$ cat config.mk
export PLATFORM = sky130hd
export DESIGN_NAME = stopwatch_ctrl_flat
export DESIGN_NICKNAME = d
export VERILOG_FILES = /design/src/rtl/stopwatch_ctrl_if.sv /design/src/rtl/stopwatch_ctrl.sv /design/src/flat_wrapper.sv
export SDC_FILE = /design/constraint.sdc
export NUM_CORES = 1
export LEC_CHECK = 0
export BUFFER_PORTS_ARGS = -buffer_cell sky130_fd_sc_hd__buf_4
export CORE_ASPECT_RATIO = 1.5
export CORE_MARGIN = 10
export CORE_UTILIZATION = 50
export DETAILED_ROUTE_END_ITERATION = 16
export PLACE_DENSITY = 0.76
export REMOVE_ABC_BUFFERS = 1
export SLEW_MARGIN = 0
export SYNTH_ARGS = -nofsm -noshare
export SYNTH_HDL_FRONTEND = slang
export SYNTH_SLANG_ARGS = --single-unit
$ cat constraint.sdc
create_clock -name clk -period 2.6 [get_ports clk]
set_clock_uncertainty 0.2 [all_clocks]
set_input_delay 0.52 -clock clk [delete_from_list [all_inputs] [get_ports clk]]
set_output_delay 0.52 -clock clk [all_outputs]
set_load 0.02 [all_outputs]
$ cat src/rtl/stopwatch_ctrl_if.sv
// Button, counter-status and control-strobe bundle between the board and stopwatch_ctrl.
// The controller takes the slave view; the board/testbench takes the master view.
interface stopwatch_ctrl_if;
  logic       start_btn;
  logic       lap_btn;
  logic       at_max;
  logic       tick;
  logic       clr;
  logic       hold;
  logic       running;
  logic [1:0] state;

  modport master (
    output start_btn, lap_btn, at_max,
    input  tick, clr, hold, running, state
  );

  modport slave (
    input  start_btn, lap_btn, at_max,
    output tick, clr, hold, running, state
  );
endinterface

$ cat src/rtl/stopwatch_ctrl.sv
// Stopwatch control: button debounce, IDLE/RUN/LAP/PAUSED FSM, tick prescaler, clear and hold.
// Define STOPWATCH_LAP_EN to enable the LAP state and the hold output.
module stopwatch_ctrl #(
  parameter int CLK_DIV   = 1_000_000,
  parameter int DB_CYCLES = 1_000_000
) (
  input logic            clk,
  input logic            reset,
  stopwatch_ctrl_if.slave sw
);

  typedef enum logic [1:0] {
    IDLE   = 2'b00,
    RUN    = 2'b01,
    PAUSED = 2'b10,
    LAP    = 2'b11
  } state_t;

  localparam int DW = $clog2(DB_CYCLES + 1);
  localparam int PW = $clog2(CLK_DIV);
  localparam logic [DW-1:0] DB_LAST    = DW'(DB_CYCLES - 1);
  localparam logic [PW-1:0] PRESC_LAST = PW'(CLK_DIV - 1);

  // Button path, bit 0 = start, bit 1 = lap
  logic [1:0]    btn_raw;
  logic [1:0]    sync1, sync2;
  logic [1:0]    deb, deb_q;
  logic [DW-1:0] db_cnt [2];
  logic          start_p, lap_p;

  assign btn_raw = {sw.lap_btn, sw.start_btn};

  // NOTE: sequential state uses non-blocking (<=) so every register samples pre-edge values.
  always_ff @(posedge clk) begin
    if (reset) begin
      sync1 <= '0;
      sync2 <= '0;
      deb   <= '0;
      deb_q <= '0;
      // NOTE: the counter array is small control state, so it is reset like any other register.
      for (int i = 0; i < 2; i++) db_cnt[i] <= '0;
    end else begin
      sync1 <= btn_raw;
      sync2 <= sync1;
      deb_q <= deb;
      for (int i = 0; i < 2; i++) begin
        if (sync2[i] != deb[i]) begin
          if (db_cnt[i] == DB_LAST) begin
            deb[i]    <= sync2[i];
            db_cnt[i] <= '0;
          end else begin
            db_cnt[i] <= db_cnt[i] + 1'b1;
          end
        end else begin
          db_cnt[i] <= '0;
        end
      end
    end
  end

  assign start_p = deb[0] & ~deb_q[0];
  assign lap_p   = deb[1] & ~deb_q[1];

  // FSM
  state_t state_q, state_d;
  logic   clr_q, clr_d;
  logic   running;

  assign running = state_q[0];

  always_ff @(posedge clk) begin
    if (reset) begin
      state_q <= IDLE;
      clr_q   <= 1'b0;
    end else begin
      state_q <= state_d;
      clr_q   <= clr_d;
    end
  end

  // NOTE: defaults first so every path assigns every output and no latch is inferred.
  always_comb begin
    state_d = state_q;
    clr_d   = 1'b0;
    unique case (state_q)
      IDLE: begin
        if (start_p) begin
          state_d = RUN;
        end else if (lap_p) begin
          clr_d = 1'b1;
        end
      end
      RUN: begin
        if (sw.at_max || start_p) begin
          state_d = PAUSED;
`ifdef STOPWATCH_LAP_EN
        end else if (lap_p) begin
          state_d = LAP;
`endif
        end
      end
      LAP: begin
        if (sw.at_max || start_p) begin
          state_d = PAUSED;
        end else if (lap_p) begin
          state_d = RUN;
        end
      end
      PAUSED: begin
        // A start press claims the cycle even when at_max blocks the resume.
        if (start_p) begin
          if (!sw.at_max) state_d = RUN;
        end else if (lap_p) begin
          state_d = IDLE;
          clr_d   = 1'b1;
        end
      end
      default: state_d = IDLE;
    endcase
  end

  // Prescaler keeps its phase across PAUSED so a resume continues the partial tick.
  logic [PW-1:0] presc;

  always_ff @(posedge clk) begin
    if (reset) begin
      presc <= '0;
    end else if (state_q == IDLE || clr_d) begin
      presc <= '0;
    end else if (running) begin
      presc <= (presc == PRESC_LAST) ? '0 : presc + 1'b1;
    end
  end

  assign sw.tick    = running && (presc == PRESC_LAST) && !sw.at_max;
  assign sw.clr     = clr_q;
  assign sw.running = running;
  assign sw.state   = state_q;
`ifdef STOPWATCH_LAP_EN
  assign sw.hold    = (state_q == LAP);
`else
  assign sw.hold    = 1'b0;
`endif

endmodule

$ cat src/flat_wrapper.sv
// flat-port wrapper written by rule: the top's interface ports become plain ports
module stopwatch_ctrl_flat 
#(
  parameter int CLK_DIV   = 1_000_000,
  parameter int DB_CYCLES = 1_000_000
)
  (clk, reset, sw_start_btn, sw_lap_btn, sw_at_max, sw_tick, sw_clr, sw_hold, sw_running, sw_state);
  stopwatch_ctrl_if sw_i ();
  input logic clk;
  input logic reset;
  input wire logic [$bits(sw_i.start_btn)-1:0] sw_start_btn;
  input wire logic [$bits(sw_i.lap_btn)-1:0] sw_lap_btn;
  input wire logic [$bits(sw_i.at_max)-1:0] sw_at_max;
  output wire logic [$bits(sw_i.tick)-1:0] sw_tick;
  output wire logic [$bits(sw_i.clr)-1:0] sw_clr;
  output wire logic [$bits(sw_i.hold)-1:0] sw_hold;
  output wire logic [$bits(sw_i.running)-1:0] sw_running;
  output wire logic [$bits(sw_i.state)-1:0] sw_state;
  assign sw_i.start_btn = sw_start_btn;
  assign sw_i.lap_btn = sw_lap_btn;
  assign sw_i.at_max = sw_at_max;
  assign sw_tick = sw_i.tick;
  assign sw_clr = sw_i.clr;
  assign sw_hold = sw_i.hold;
  assign sw_running = sw_i.running;
  assign sw_state = sw_i.state;
  stopwatch_ctrl #(.CLK_DIV(CLK_DIV), .DB_CYCLES(DB_CYCLES)) u_core (.clk(clk), .reset(reset), .sw(sw_i));
endmodule
==> results of run 1 <==
==> per-stage QoR <==
step | TNS (ps) | worst slack, ps | power, mW | std cells | hold WS (ps)
after CTS | 0 | 14.0 | 2.28 | 513 | 169
after global routing | 0 | 77.7 | 2.34 | 513 | 193
final | 0 | 142 | 2.26 | 513 | 181
after global placement | 0 | 289 | 1.34 | 495 | 220
after floorplan | -5340 | -313 | 1.31 | 403 | 214
after detailed placement | 0 | 268 | 1.34 | 495 | 231
==> final timing paths <==
path	to	slack, ps	start	cells past startpoint
worst max-delay path	sw_tick	140	u_core.presc[4]	4
worst min-delay path	u_core.sync1[0]	180	sw_start_btn	2
worst max register to register	u_core.db_cnt[1][17]	320	u_core.db_cnt[1][10]	4
worst min register to register	u_core.sync2[1]	240	u_core.sync1[1]	1
==> final cells by class <==
cell class	count	area (sq um)	share of cell area, %
Clock buffer	12	166	4.01
Clock inverter	4	51.3	1.24
Inverter	12	45.0	1.09
Multi-Input combinational cell	320	1840	44.4
Sequential cell	71	1820	44.0
Tap cell	78	97.6	2.35
Timing Repair Buffer	16	120	2.90
==> timing repair <==
action	CTS	global route
endpoints found under the setup margin	1	1
gates resized for setup	4	0
setup buffers	2	0
pin swaps	0	1
==> metal layers <==
metal	up-vias	part of all wire (%)	global-route usage (%)
met5	-	0	0
met4	0	2.6	7.68
met3	15	2.8	3.46
met2	35	51	23.6
met1	1369	43	14.5
li1	1445	-	-
==> cell usage after synthesis (12+ instances only) <==
library cell / instances
a21oi_1: 23
dfxtp_1: 31
nor4_1: 12
nor2_1: 44
edfxtp_1: 40
nand2_1: 23
nand3_1: 21
inv_1: 12
nand4_1: 15
xnor2_1: 28
o21ai_0: 13
or3_1: 14
==> cell families after synthesis <==
| kind of cell | Yosys count |
|---|---|
| flip-flops | 71 |
| multiplexers | 1 |
| AO/OA/AOI/OAI | 50 |
| buffers and inverters | 23 |
| XOR/XNOR | 37 |
| adder cells (fa/ha/maj) | 3 |
| other | 2 |
| AND/OR/NAND/NOR | 188 |
==> power breakdown <==
group          leakage [nW]  total, mW  switching, mW  internal (mW)
clock network         0.108      0.942          0.415          0.528
registers             0.664       1.25         0.0324           1.21
logic                 0.566     0.0695         0.0407         0.0288
total                  1.34       2.26          0.488           1.77
==> cells in the final DEF (no fill, tap or decap), types with 7 or more instances in the layout <==
cell type  Yosys  final
a21oi_1       23     23
buf_4          2     16
clkbuf_8       0     10
conb_1         2     41
dfxtp_1       31     29
edfxtp_1      40     40
inv_1         12     12
nand2_1       23     23
nand3_1       21     21
nand4_1       15     15
nor2_1        44     44
nor2b_1        7      7
nor3_1         9      8
nor4_1        12     12
o21ai_0       13     13
o31ai_1        7      7
or3_1         14     14
or4_1          8      7
xnor2_1       28     28
xor2_1         9      9
==> worst max-delay path, cell delays in order, from the launching register on <==
cell and delay, ps:
dfxtp_1 410, nand2_1 120, or4_4 540, nor3_2 160, buf_4 160
==> registers in the layout, summed over array words and instances (netlist names) <==
signal           cells
u_core.sync2         2
u_core.presc        20
u_core.sw.state      2
u_core.deb           2
u_core.sw.clr        1
u_core.sync1         2
u_core.deb_q         2
u_core.db_cnt       40
==> impl_results.md, run 1 <==
- Status: finished clean
- I/O pins: 11
- RSZ-0062 raised after global routing: no
- Layout area overhead: 15.0%
- Fillers: 621
- Routed WL per cell: 13.2 um
- Top cells by area, synth: edfxtp_1 (33%), dfxtp_1 (17%), xnor2_1 (6.8%)
- Placed inst area: 0.00390 sq mm
- Number of global-route vias before repair: 2794
- Final Cycle Share: 94.5%
- PwrDens: 544 mW/mm^2
- Die ar.: 0.0111 sq mm
- Post-layout util: 59.7%
- Wire length of the first global-routing pass: 11.9 mm
- Share of cells above drive strength 1: 9.66%
- Initial DRT Pass Iterations: 4
- Vias per Instance: 5.58
- Residual DRC count: 0
- GR Util All Layers: 13.6%
- Syn Area/Cell: 9.62 sq um
- Worst ir drop on vdd: 0.465 mV
- Mux cell area share after synthesis: 0.277%
- Final WL: 6.79 mm
- Ant diodes: 0
- Nets: 438
- Starting density of the core: 51.9%
- Post-synth EDFFs: 40
- Clk slew on worst S/H paths: 70 ps
- Root Buffer: clkbuf_8
- CTS tree: done
- Clock buffer count from CTS: 9
- Largest family of logic cells by synthesized area: simple AND/OR/NAND/NOR gates
- Final ANT Viol Nets: 0
- Count of final max-slew check failures: 0
- Final instance area: 0.00415 sq mm
- Library cell with the largest summed area after synthesis: edfxtp_1
- XOR/XNOR share of the synthesized area: 8.98%
- YS warnings: 0
- Largest net degree at the start of global routing: 21
- Hpwl dp: 4.93 mm
- Req. time, crit path: 1880 ps
- Simple-gate share of the synthesized area: 28.5%
- Clk sinks: 71
- Fmax: 407 MHz
- Crit path capture type: output port
- Register area share after synthesis: 50.5%
- Die Ht: 124 um
- Crit Path Class: reg -> out
- Syn Std Cell Area: 0.00361 sq mm
- Die X: 89.4 um
- Critical path arrival: 1740 ps
- Gr ovfl total: 0
- Yosys top cell area share: 33.3%
- Leakage: 1.34 nW
- Initial antenna violation count: 0
- Initial DRC count: 178
- Core area: 0.00694 sq mm
- CP Max Fanout: 6
- Tmin final: 2460 ps
- Number of synthesized register bits: 71
- Via count: 2864
- # rows: 37
- PortBufs: 9
- Cells after Synth: 375
- Asr flop ratio synth: 0%
- Bufs on Longest Clock Path: 2
- Worst hold path type: in -> reg
- CP Launch Type: register
- Final setup viols: 0
- Max-Cap Viols: 0
- Synth Area in Compound Gates: 7.77%
- Top FF cell, synth: edfxtp_1
- Final Hold Vio Count: 0
- Later-pin clock latency in the skew report: 350 ps
- Post-CTS Hold Buffers: 0
- Gpl congestion: 0.858
- Adder-Cell Fraction of Synth Area: 1.04%
- Post-synthesis cell type count: 44
- H-tree Lvls: 3
(Power assumes the default switching activity.)
==> run 2, diff against run 1 <==
--- a/config.mk
+++ b/config.mk
@@ -5,10 +5,12 @@
 export SDC_FILE = /design/constraint.sdc
 export NUM_CORES = 1
 export LEC_CHECK = 0
+export ABC_CLOCK_PERIOD_IN_PS = 2600
 export BUFFER_PORTS_ARGS = -buffer_cell sky130_fd_sc_hd__buf_4
 export CORE_ASPECT_RATIO = 1.5
 export CORE_MARGIN = 10
 export CORE_UTILIZATION = 50
+export CTS_BUF_LIST = sky130_fd_sc_hd__clkbuf_4 sky130_fd_sc_hd__clkbuf_8 sky130_fd_sc_hd__clkbuf_16
 export DETAILED_ROUTE_END_ITERATION = 16
 export PLACE_DENSITY = 0.76
 export REMOVE_ABC_BUFFERS = 1
==> impl_results.md, run 2 (synthesis gave the netlist of run 1 again) <==
- Die X: 89.4 um (unchanged)
- Largest net degree at the start of global routing: 21 (unchanged)
- CP max stage cell: or4_4 (unchanged)
- Req. time, crit path: 1880 ps (about the same)
- RSZ-0062 raised after global routing: no (unchanged)
- H-tree Lvls: 3 (unchanged)
- FF+latch area: 0.00182 sq mm (unchanged)
- Die Ht: 124 um (unchanged)
- Max-Cap Viols: 0 (unchanged)
- Initial antenna violation count: 0 (unchanged)
- Clk slew on worst S/H paths: 70 ps (about the same)
- Final ANT Viol Nets: 0 (unchanged)
- Vias per Instance: 5.58 (unchanged)
- Residual DRC count: 0 (unchanged)
- Cells along the critical path: nand2_1 > or4_4 > nor3_2 > buf_4 (unchanged)
- Crit Path Class: reg -> out (unchanged)
- Critical path arrival: 1740 ps (about the same)
- Wire length of the first global-routing pass: 11.9 mm (unchanged)
- Max reg flops: 40 (unchanged)
- Die ar.: 0.0111 sq mm (unchanged)
- I/O pins: 11 (unchanged)
- Commonest non-fill, non-tap cell in the layout: nor2_1 (unchanged)
- Worst hold path type: in -> reg (unchanged)
- Share of cells above drive strength 1: 9.89% (was 9.66%)
- PnR worst setup slack: 142 ps (about the same)
- Bufs on Longest Clock Path: 2 (unchanged)
- Later-pin clock latency in the skew report: 350 ps (about the same)
- Count of final max-slew check failures: 0 (unchanged)
- Initial DRC count: 178 (unchanged)
- Final WL: 6.79 mm (about the same)
- Routed WL per cell: 13.2 um (about the same)
- Final Cycle Share: 94.5% (about the same)
- Hpwl dp: 4.93 mm (unchanged)
- Core area: 0.00694 sq mm (unchanged)
- Tmin final: 2460 ps (about the same)
- Number of global-route vias before repair: 2794 (unchanged)
- Most flop-heavy register: u_core.db_cnt (unchanged)
- CP max stage delay: 540 ps (about the same)
- CTS tree: done (unchanged)
- Via count: 2864 (unchanged)
- Clk sinks: 71 (unchanged)
- Largest registers: u_core.db_cnt x40, u_core.presc x20 (unchanged)
- Nets: 438 (unchanged)
- Final Hold Vio Count: 0 (unchanged)
- Root Buffer: clkbuf_8 (unchanged)
- Leakage: 1.34 nW (about the same)
- # rows: 37 (unchanged)
- Setup Slack @ Placement: 268 ps (unchanged)
- Clock buffer count from CTS: 9 (unchanged)
- PortBufs: 9 (unchanged)
- CP Launch Type: register (unchanged)
- Starting density of the core: 51.9% (unchanged)
- Ant diodes: 0 (unchanged)
- Crit path capture type: output port (unchanged)
- Layout area overhead: 15.1% (was 15.0%)
- Gpl congestion: 0.858 (unchanged)
- Worst ir drop on vdd: 0.465 mV (about the same)
- Most frequent cells in the layout: nor2_1 (44), conb_1 (41), edfxtp_1 (40) (unchanged)
- Status: finished clean (unchanged)
- Fillers: 619 (was 621)
- Setup TNS: 0 ps (unchanged)
- Fmax: 407 MHz (about the same)
- Final setup viols: 0 (unchanged)
- Initial DRT Pass Iterations: 4 (unchanged)
- GR Util All Layers: 13.6% (unchanged)
- Post-layout util: 59.8% (was 59.7%)
- CP Max Fanout: 6 (unchanged)
- PwrDens: 547 mW/mm^2 (was 544 mW/mm^2)
- Footprint of the multi-input gates: 0.00184 sq mm (unchanged)
- Gr ovfl total: 0 (unchanged)
## run 2: area by class of cell
type / count / share of cell area [%]
Clock buffer: 12 / 4.10
Clock inverter: 4 / 1.24
Inverter: 12 / 1.08
Multi-Input combinational cell: 320 / 44.4
Sequential cell: 71 / 43.9
Tap cell: 78 / 2.35
Timing Repair Buffer: 16 / 2.89
## run 2: critical path, delay by kind of cell, from the launching register on
kind / cells / cell delay, ps
buffers and inverters: 1 / 160
flip-flops: 1 / 410
AND/OR/NAND/NOR: 3 / 820
## run 2: worst paths after layout
path	start	endpoint	slack, ps	cells past startpoint
max	u_core.presc[4]	sw_tick	140	4
min	sw_start_btn	u_core.sync1[0]	180	2
max reg2reg	u_core.db_cnt[1][10]	u_core.db_cnt[1][17]	320	4
min reg2reg	u_core.sync1[1]	u_core.sync2[1]	240	1
## run 2: per-layer routing
metal | up-vias | GRT usage, % | routed length, um
met5 | - | 0 | 0
met1 | 1369 | 14.5 | 2930
met3 | 15 | 3.46 | 188
met2 | 35 | 23.6 | 3500
met4 | 0 | 7.68 | 174
li1 | 1445 | - | -
## run 2: what timing repair did
action,CTS,global route
buffers inserted,2,0
setup endpoints to repair,1,1
resized for setup,4,0
pin swaps,0,1
endpoints found under the hold margin,0,0
hold buffers,0,0
## run 2: power breakdown
group          leakage, nW  internal [mW]  switching [mW]
sequential           0.664           1.21          0.0324
clock                0.111          0.538           0.415
combinational        0.566         0.0288          0.0407
total                 1.34           1.78           0.488
## run 2: metrics by stage
| stage | instance area, sq um | hold WS (ps) | total power, mW | cells |
|---|---|---|---|---|
| 2_1_floorplan | 3700 | 214 | 1.31 | 403 |
| 3_3_place_gp | 3900 | 220 | 1.34 | 495 |
| 3_5_place_dp | 3900 | 231 | 1.34 | 495 |
| 4_1_cts | 4150 | 169 | 2.29 | 513 |
| 5_1_grt | 4150 | 193 | 2.35 | 513 |
| 6_report | 4150 | 181 | 2.27 | 513 |
==> run 3, diff against run 2 <==
--- a/config.mk
+++ b/config.mk
@@ -7,12 +7,12 @@
 export LEC_CHECK = 0
 export ABC_CLOCK_PERIOD_IN_PS = 2600
 export BUFFER_PORTS_ARGS = -buffer_cell sky130_fd_sc_hd__buf_4
-export CORE_ASPECT_RATIO = 1.5
+export CORE_ASPECT_RATIO = 0.75
 export CORE_MARGIN = 10
-export CORE_UTILIZATION = 50
+export CORE_UTILIZATION = 35
 export CTS_BUF_LIST = sky130_fd_sc_hd__clkbuf_4 sky130_fd_sc_hd__clkbuf_8 sky130_fd_sc_hd__clkbuf_16
 export DETAILED_ROUTE_END_ITERATION = 16
-export PLACE_DENSITY = 0.76
+export PLACE_DENSITY = 0.6
 export REMOVE_ABC_BUFFERS = 1
 export SLEW_MARGIN = 0
 export SYNTH_ARGS = -nofsm -noshare
==> impl_results.md, run 3 (synthesis gave the netlist of run 1 again) <==
- Status: finished clean (unchanged)
- Worst hold path type: in -> reg (unchanged)
- Initial antenna violation count: 0 (unchanged)
- Routed WL per cell: 12.4 um (was 13.2 um)
- Initial DRT Pass Iterations: 4 (unchanged)
- Max-Cap Viols: 0 (unchanged)
- Die ar.: 0.0148 sq mm (was 0.0111 sq mm)
- Placed inst area: 0.00399 sq mm (was 0.00390 sq mm)
- Final Cycle Share: 94.9% (was 94.5%)
- Bufs on Longest Clock Path: 2 (unchanged)
- Largest registers: u_core.db_cnt x40, u_core.presc x20 (unchanged)
- Starting density of the core: 35.5% (was 51.9%)
- Ant diodes: 0 (unchanged)
- Largest net degree at the start of global routing: 20 (was 21)
- CP Max Fanout: 5 (was 6)
- Most flop-heavy register: u_core.db_cnt (unchanged)
- Residual DRC count: 0 (unchanged)
- Leakage: 1.38 nW (was 1.34 nW)
- Worst ir drop on vdd: 0.257 mV (was 0.465 mV)
- Vias per Instance: 4.91 (was 5.58)
- PwrDens: 584 mW/mm^2 (was 547 mW/mm^2)
- Commonest non-fill, non-tap cell in the layout: nor2_1 (unchanged)
- PortBufs: 9 (unchanged)
- Reg2reg setup slack: 320 ps (about the same)
- Clk slew on worst S/H paths: 50 ps (was 70 ps)
- Fmax: 405 MHz (was 407 MHz)
- Clk sinks: 71 (unchanged)
- CTS tree: done (unchanged)
- PnR worst setup slack: 132 ps (was 142 ps)
- Final instance area: 0.00431 sq mm (was 0.00415 sq mm)
- Share of cells above drive strength 1: 10.3% (was 9.89%)
- Final setup viols: 0 (unchanged)
- Gpl congestion: 0.799 (was 0.858)
- Hpwl dp: 5.17 mm (was 4.93 mm)
- GR Util All Layers: 10.4% (was 13.6%)
- Max reg flops: 40 (unchanged)
- Crit path capture type: output port (unchanged)
- Gr ovfl total: 0 (unchanged)
- Final Hold Vio Count: 0 (unchanged)
- Tmin final: 2470 ps (was 2460 ps)
- Req. time, crit path: 1880 ps (about the same)
- Root Buffer: clkbuf_16 (was clkbuf_8)
- Number of global-route vias before repair: 2642 (was 2794)
- Final Power: 2.52 mW (was 2.27 mW)
- Final WL: 7.10 mm (was 6.79 mm)
- Via count: 2811 (was 2864)
- Most frequent cells in the layout: nor2_1 (44), conb_1 (41), edfxtp_1 (40) (unchanged)
- Wire length of the first global-routing pass: 12.3 mm (was 11.9 mm)
- Layout area overhead: 19.5% (was 15.1%)
- Post-CTS Hold Buffers: 0 (unchanged)
- Die X: 137 um (was 89.4 um)
- Die Ht: 108 um (was 124 um)
- CP Launch Type: register (unchanged)
- Fillers: 1031 (was 619)
- Later-pin clock latency in the skew report: 330 ps (was 350 ps)
- Initial DRC count: 188 (was 178)
- Final ANT Viol Nets: 0 (unchanged)
- Count of final max-slew check failures: 0 (unchanged)
- RSZ-0062 raised after global routing: no (unchanged)
- Crit Path Class: reg -> out (unchanged)
- # rows: 32 (was 37)
- I/O pins: 11 (unchanged)
- Clock buffer count from CTS: 9 (unchanged)
- Min Hold Slack: 199 ps (was 181 ps)
- Critical path arrival: 1750 ps (was 1740 ps)
- Setup Slack @ Placement: 212 ps (was 268 ps)
- Nets: 439 (was 438)
- Core area: 0.0102 sq mm (was 0.00694 sq mm)
- H-tree Lvls: 3 (unchanged)
==> run 3: cell types whose count changed in the layout (fill, tap and decap cells not counted), sizes merged <==
cell,previous run,this run
buf,16,17
bufinv,1,0
clkbuf,12,13
clkinvlp,1,0
inv,12,13
==> run 3: critical path, cell delays in order, from the launching register on <==
cell and delay (ps):
dfxtp_4 370, ha_2 180, nand4_1 100, or4_4 440, nor3_2 160, buf_4 160
==> run 3: path summary, 6_finish.rpt <==
check | from | depth (start not counted) | to
hold reg to reg | u_core.sync1[1] | 1 | u_core.sync2[1]
hold / removal | sw_start_btn | 2 | u_core.sync1[0]
setup reg to reg | u_core.db_cnt[1][10] | 4 | u_core.db_cnt[1][19]
setup / recovery | u_core.presc[0] | 5 | sw_tick
==> run 3: report_power, final <==
group	leakage [nW]	internal (mW)	total, mW	switching, mW
Sequential	0.664	1.21	1.25	0.0329
Combinational	0.564	0.0293	0.0701	0.0409
Clock	0.152	0.748	1.20	0.450
Total	1.38	1.99	2.52	0.523
==> run 3: routing by layer <==
metal	up-vias	part of all wire, %	global-route usage [%]
li1	1448	-	-
met1	1318	54	14.2
met2	38	41	14.8
met3	7	3.6	3.26
met4	0	1.3	4.05
met5	-	0	0
==> run 3: area by class of cell <==
cell class                 count  area, sq um  share of cell area [%]
tap                          136          170                    3.95
inverter                      12         45.0                    1.04
clock inverter                 3         16.3                   0.377
timing repair buffer          17          128                    2.96
sequential                    71         1830                    42.4
multi-input combinational    320         1850                    42.8
clock buffer                  13          279                    6.47
==> run 3: what timing repair did <==
item,CTS,global route
buffers inserted,1,0
resized for setup,6,0
endpoints found under the setup margin,1,0
==> run 3: metrics by stage <==
stage	utilization [%]	instances	TNS (ps)
finish	42.4	572	0
global route	42.4	572	0
CTS	42.4	572	0
detailed placement	39.2	555	0
global placement	39.2	555	0
floorplan	-	403	-5340
